**config.mk**
```make
export PLATFORM = sky130hd
export DESIGN_NAME = ro_meas_ctrl
export DESIGN_NICKNAME = d
export VERILOG_FILES = /design/src/rtl/ro_meas_pkg.sv /design/src/rtl/ro_edge_sync.sv /design/src/rtl/ro_meas_ctrl.sv
export SDC_FILE = /design/constraint.sdc
export NUM_CORES = 1
export LEC_CHECK = 0
export ABC_AREA = 1
export CORE_ASPECT_RATIO = 1.2
export CORE_UTILIZATION = 30
export CTS_CLUSTER_SIZE = 14
export DETAILED_ROUTE_END_ITERATION = 12
export PLACE_DENSITY_LB_ADDON = 0.12
export SLEW_MARGIN = 5
export SYNTH_ARGS = -nofsm -noshare
export SYNTH_HDL_FRONTEND = slang
export SYNTH_SLANG_ARGS = --single-unit
```
**constraint.sdc**
```tcl
create_clock -name clk -period 2.9 [get_ports clk]
set_input_delay 0.58 -clock clk [delete_from_list [all_inputs] [get_ports clk]]
set_output_delay 0.58 -clock clk [all_outputs]
set_load 0.005 [all_outputs]
```
**src/rtl/ro_meas_pkg.sv**
```systemverilog
// Shared types and constants for the ring-oscillator measurement controller.
package ro_meas_pkg;

    // Controller FSM states
    typedef enum logic [1:0] {
        StIdle,
        StGate,
        StSend
    } meas_state_e;

    // Upper seven bits of the optional header byte; the LSB carries overflow
    localparam logic [6:0] HDR_BASE = 7'b1010010;

    // Number of count bytes transmitted for a given edge-counter width
    function automatic int unsigned num_bytes(input int unsigned cnt_w);
        return cnt_w / 8;
    endfunction

endpackage

```
**src/rtl/ro_edge_sync.sv**
```systemverilog
// Two-flop synchronizer followed by a rising-edge detector.
// Produces a one-cycle pulse in the clk domain for each rising edge of async_in.
module ro_edge_sync (
    input  logic clk,
    input  logic reset,
    input  logic async_in,
    output logic edge_pulse
);

    logic [1:0] sync_q;
    logic       prev_q;

    // Synchronizer chain and delayed copy for edge detection
    always_ff @(posedge clk or posedge reset) begin
        if (reset) begin
            sync_q <= 2'b00;
            prev_q <= 1'b0;
        end else begin
            sync_q <= {sync_q[0], async_in};
            prev_q <= sync_q[1];
        end
    end

    assign edge_pulse = sync_q[1] & ~prev_q;

endmodule

```
**src/rtl/ro_meas_ctrl.sv**
```systemverilog
// Gated frequency counter and byte serializer for the ring-oscillator sensor.
// Counts synchronized ro_in edges over GATE_CYCLES clocks, then sends the
// count MSB byte first over a valid/ready handshake.
// Optional feature: define RO_MEAS_HEADER_EN to prefix a header byte
// {HDR_BASE, overflow} ahead of the count bytes.
module ro_meas_ctrl
    import ro_meas_pkg::*;
#(
    parameter int unsigned GATE_CYCLES = 4096,
    parameter int unsigned GATE_W      = 16,
    parameter int unsigned CNT_W       = 24
) (
    input  logic       clk,
    input  logic       reset,
    input  logic       start,
    input  logic       ro_in,
    output logic [7:0] tx_data,
    output logic       tx_valid,
    input  logic       tx_ready,
    output logic       busy,
    output logic       overflow
);

    localparam int unsigned NUM_BYTES = num_bytes(CNT_W);
`ifdef RO_MEAS_HEADER_EN
    localparam int unsigned SEND_BYTES = NUM_BYTES + 1;
`else
    localparam int unsigned SEND_BYTES = NUM_BYTES;
`endif
    localparam int unsigned SHIFT_W = 8 * SEND_BYTES;
    localparam int unsigned IDX_W   = $clog2(SEND_BYTES + 1);

    localparam logic [GATE_W-1:0] GATE_LOAD = GATE_W'(GATE_CYCLES - 1);
    localparam logic [IDX_W-1:0]  LAST_IDX  = IDX_W'(SEND_BYTES - 1);

    meas_state_e         state_q, state_d;
    logic [GATE_W-1:0]   gate_cnt_q, gate_cnt_d;
    logic [CNT_W-1:0]    edge_cnt_q, edge_cnt_d;
    logic                overflow_q, overflow_d;
    logic [SHIFT_W-1:0]  shift_q, shift_d;
    logic [IDX_W-1:0]    byte_idx_q, byte_idx_d;
    logic [7:0]          tx_data_q, tx_data_d;
    logic                tx_valid_q, tx_valid_d;

    logic                edge_pulse;
    logic [CNT_W-1:0]    cnt_next;
    logic                ovf_next;
    logic                accept;

    ro_edge_sync u_edge_sync (
        .clk        (clk),
        .reset      (reset),
        .async_in   (ro_in),
        .edge_pulse (edge_pulse)
    );

    assign accept = tx_valid_q & tx_ready;

    // Saturating edge count including this cycle's pulse
    always_comb begin
        cnt_next = edge_cnt_q;
        ovf_next = overflow_q;
        if (edge_pulse) begin
            if (&edge_cnt_q) begin
                ovf_next = 1'b1;
            end else begin
                cnt_next = edge_cnt_q + 1'b1;
            end
        end
    end

    // Next-state and datapath control
    always_comb begin
        state_d    = state_q;
        gate_cnt_d = gate_cnt_q;
        edge_cnt_d = edge_cnt_q;
        overflow_d = overflow_q;
        shift_d    = shift_q;
        byte_idx_d = byte_idx_q;
        tx_data_d  = tx_data_q;
        tx_valid_d = tx_valid_q;

        unique case (state_q)
            StIdle: begin
                if (start) begin
                    state_d    = StGate;
                    gate_cnt_d = GATE_LOAD;
                    edge_cnt_d = '0;
                    overflow_d = 1'b0;
                end
            end
            StGate: begin
                edge_cnt_d = cnt_next;
                overflow_d = ovf_next;
                if (gate_cnt_q == '0) begin
                    // Last gate cycle: latch the final count, including this cycle's edge
                    state_d    = StSend;
                    byte_idx_d = '0;
`ifdef RO_MEAS_HEADER_EN
                    shift_d    = {HDR_BASE, ovf_next, cnt_next};
`else
                    shift_d    = cnt_next;
`endif
                    tx_data_d  = shift_d[SHIFT_W-1 -: 8];
                    tx_valid_d = 1'b1;
                end else begin
                    gate_cnt_d = gate_cnt_q - 1'b1;
                end
            end
            StSend: begin
                if (accept) begin
                    if (byte_idx_q == LAST_IDX) begin
                        state_d    = StIdle;
                        tx_valid_d = 1'b0;
                        tx_data_d  = 8'h00;
                    end else begin
                        byte_idx_d = byte_idx_q + 1'b1;
                        shift_d    = shift_q << 8;
                        tx_data_d  = shift_d[SHIFT_W-1 -: 8];
                    end
                end
            end
            default: begin
                state_d = StIdle;
            end
        endcase
    end

    // State and datapath registers
    always_ff @(posedge clk or posedge reset) begin
        if (reset) begin
            state_q    <= StIdle;
            gate_cnt_q <= '0;
            edge_cnt_q <= '0;
            overflow_q <= 1'b0;
            shift_q    <= '0;
            byte_idx_q <= '0;
            tx_data_q  <= 8'h00;
            tx_valid_q <= 1'b0;
        end else begin
            state_q    <= state_d;
            gate_cnt_q <= gate_cnt_d;
            edge_cnt_q <= edge_cnt_d;
            overflow_q <= overflow_d;
            shift_q    <= shift_d;
            byte_idx_q <= byte_idx_d;
            tx_data_q  <= tx_data_d;
            tx_valid_q <= tx_valid_d;
        end
    end

    assign tx_data  = tx_data_q;
    assign tx_valid = tx_valid_q;
    assign busy     = (state_q != StIdle);
    assign overflow = overflow_q;

endmodule

```
==> flow_summary_export.csv <==
group,metric,value,unit
cts,cts_tree,"done",
worst_setup_path,cp.required,3.18,ns
hold_path,hold_class,"reg -> reg",
pwr,p_int,2.29,mW
worst_setup_path,reg2reg_setup_slack,0.68,ns
pwr,p_seq_frac,0.420,
detailed_routing,antenna_left,0,
grt,grt_max_degree,36,
detailed_routing,first_pass_iters,6,
floorplan,pin_count,16,
logic_synthesis,ys_seq_elements,73,
logic_synthesis,seq_area_frac_synth,0.420,
worst_setup_path,r2r_cells,9,
worst_setup_path,crit_path_start_kind,"register",
worst_setup_path,cp-startpoint,"edge_cnt_q[0]",
floorplan,die_height,134,um
sta,final_hold_viol_count,0,
logic_synthesis,yosys-top-cells-area,"dfrtp_1, nand2_1, inv_1",
grt,antenna_found_initial,0,
logic_synthesis,synth_most_common_cell,"nand2_1",
logic_synthesis,syn_nets,602,
pwr,irDropWorstVdd,0.236,mV
detailed_routing,viasPerCell,4.83,
logic_synthesis,synth_top_cells_by_count,"nand2_1, dfrtp_1, inv_1, nor2_1, nand3_1",
detailed_routing,vias,3822,
grt,grt_overflow,0,
sta,max_slew_margin,0.535,
worst_setup_path,crit_arrival,2.49,ns
cts,cts.hold.buffers_added,0,
finish,nets,623,
finish,syn2layout_area_growth,14.8,%
grt,grt_use_total,0.171,
floorplan,die_x,112,um
logic_synthesis,synth_edf_count,0,
sta,fin_skew,0.00632,ns
cts,path_clk_slew,0.06,ns
pwr,power.density,710,nW/um^2
pwr,combPwrFrac,0.238,
detailed_routing,initialDrtViolationCount,274,
placement,hpwl,8.82,mm
logic_synthesis,synth-main-ff-cell,"dfrtp_1",
finish,fillers,1497,
cts,post_cts_resized,0,
finish,antenna_cells,0,
placement,globalplace.congestion,0.782,
floorplan,rows,47,
logic_synthesis,yosysWarningCount,0,
sta,fin_setup_tns,0,ns
cts,cts_sinks,73,
sta,clock.fmax,0.451,GHz
finish,drive_above_1_share,0.119,
detailed_routing,drc,0,
sta,min_period,2.22,ns
cts,htree_num_levels,3,
cts,root_buffer,"clkbuf_16",
worst_setup_path,rr_endpoint,"tx_data[4]",
pwr,p_leak,2.27,nW
logic_synthesis,postSynthAreaPerCell,7.32,um^2
floorplan,dieArea,15000,um^2
pwr,switchingPower,1.25,mW
logic_synthesis,synthesis.area,4350,um^2
logic_synthesis,synthArstFlopShare,1.00,
sta,setup_viol_count_final,0,
cts,clk_latency,0.35,ns
grt,grt_pass1_wl,19.3,mm
detailed_routing,totalWireLength,12.1,mm
sta,period_share,0.764,
sta,rsz0062_at_grt,"no",
detailed_routing,wl_per_cell,15.4,um
sta,tightest_slew,0.697,ns
cts,postCtsSetupRepairBufs,0,
sta,maxSlewViolCount,0,
floorplan,core_area,14000,um^2
pwr,clkPwrFrac,0.342,
cts,cts_buffers,9,
pwr,switching_share,0.353,
logic_synthesis,synth_top_area_cell,"dfrtp_1",
outcome,status,"completed",
pwr,total_power,3.54,mW
worst_setup_path,worstPathMaxFanout,20,
logic_synthesis,synth_top_area_share,0.420,
placement,port_buffers,15,
logic_synthesis,synth_cell_types,36,
worst_setup_path,end_kind,"register",
worst_setup_path,crit_path_end,"tx_data[4]",
cts,clockBufferDepth,2,
floorplan,start_util,0.311,
logic_synthesis,syn_inst,594,
run,drv_cap,0,
grt,grt_pass1_vias,3563,
worst_setup_path,reg2reg_from,"edge_cnt_q[0]",
worst_setup_path,critical_path_class,"reg -> reg",
==> worst max-delay path, cell delays in order, from the launching register on <==
cell	delay, ns
dfrtp_1	0.42
ha_1	0.27
inv_1	0.11
nor2_4	0.17
nand2_2	0.10
nor2_1	0.11
nand3_2	0.39
nand3_2	0.23
nand3_1	0.16
a21oi_1	0.17
==> cells by family after synthesis <==
| group | synth area share |
|---|---|
| xor+xnor | 0.0141 |
| fa+ha+maj | 0.00863 |
| simple gates | 0.363 |
| flops | 0.420 |
| buf+inv | 0.0909 |
| compound gates | 0.104 |
==> layout make-up <==
cell class / count / area (um^2) / area share
Clock buffer: 11 / 233 / 0.0466
Sequential cell: 73 / 1830 / 0.366
Tap cell: 171 / 214 / 0.0429
Timing Repair Buffer: 23 / 210 / 0.0421
Inverter: 79 / 298 / 0.0597
Clock inverter: 5 / 80.1 / 0.0160
Multi-Input combinational cell: 429 / 2130 / 0.427
==> registers in the layout, indices dropped and copies added (netlist names) <==
signal and cells:
u_edge_sync.sync_q 2, state_q 2, tx_valid 1, overflow 1
tx_data 8, shift_q 16, u_edge_sync.prev_q 1, gate_cnt_q 16
edge_cnt_q 24, byte_idx_q 2
==> power by group through the flow <==
stage                     Sequential (mW)  Combinational, mW  Clock, mW
after floorplan                      1.43              0.634          0
after global placement               1.50              0.828          0
after detailed placement             1.50              0.835          0
after CTS                            1.48              0.842       1.24
after global routing                 1.53              0.964       1.28
final                                1.49              0.842       1.21
==> layer usage <==
metal  global-route usage  vias up  wire length (um)
met5                    0        -                 0
met4               0.0721        0               204
met3               0.0244       12               529
met2                0.262       77              5500
met1                0.241     1787              5910
li1                     -     1946                 -
==> stage by stage <==
step	util	cell area, um^2	hold slack, ns	setup WS (ns)	std cells
6_report	0.357	4990	0.353	0.684	791
5_1_grt	0.357	4990	0.364	0.421	791
4_1_cts	0.357	4990	0.360	0.681	791
3_5_place_dp	0.334	4680	0.345	0.655	775
3_3_place_gp	0.334	4680	0.337	0.655	775
2_1_floorplan	-	4350	0.331	0.467	594
==> layout by cell type (no fill, tap or decap), drive strengths merged, types with 4 or more instances in the layout <==
| cell type | Yosys | routed |
|---|---|---|
| nor2 | 79 | 79 |
| a21oi | 30 | 30 |
| dfrtp | 73 | 73 |
| nand2 | 177 | 177 |
| o21ai | 42 | 42 |
| xor2 | 6 | 6 |
| clkdlybuf4s50 | 0 | 15 |
| o22ai | 5 | 5 |
| nor3 | 5 | 5 |
| clkinv | 2 | 4 |
| nand4 | 12 | 12 |
| nand3 | 59 | 59 |
| buf | 12 | 8 |
| clkbuf | 1 | 11 |
| inv | 77 | 76 |
==> worst min path at each step <==
stage | slack (ns) | startpoint | cells after the start | end
after floorplan | 0.33 | u_edge_sync.sync_q[0] | 0 | u_edge_sync.sync_q[1]
after global placement | 0.34 | u_edge_sync.sync_q[0] | 0 | u_edge_sync.sync_q[1]
after detailed placement | 0.35 | u_edge_sync.sync_q[0] | 0 | u_edge_sync.sync_q[1]
after CTS | 0.36 | u_edge_sync.sync_q[0] | 0 | u_edge_sync.sync_q[1]
after global routing | 0.36 | u_edge_sync.sync_q[0] | 0 | u_edge_sync.sync_q[1]
final | 0.35 | u_edge_sync.sync_q[0] | 0 | u_edge_sync.sync_q[1]
(Power assumes the default switching activity.)
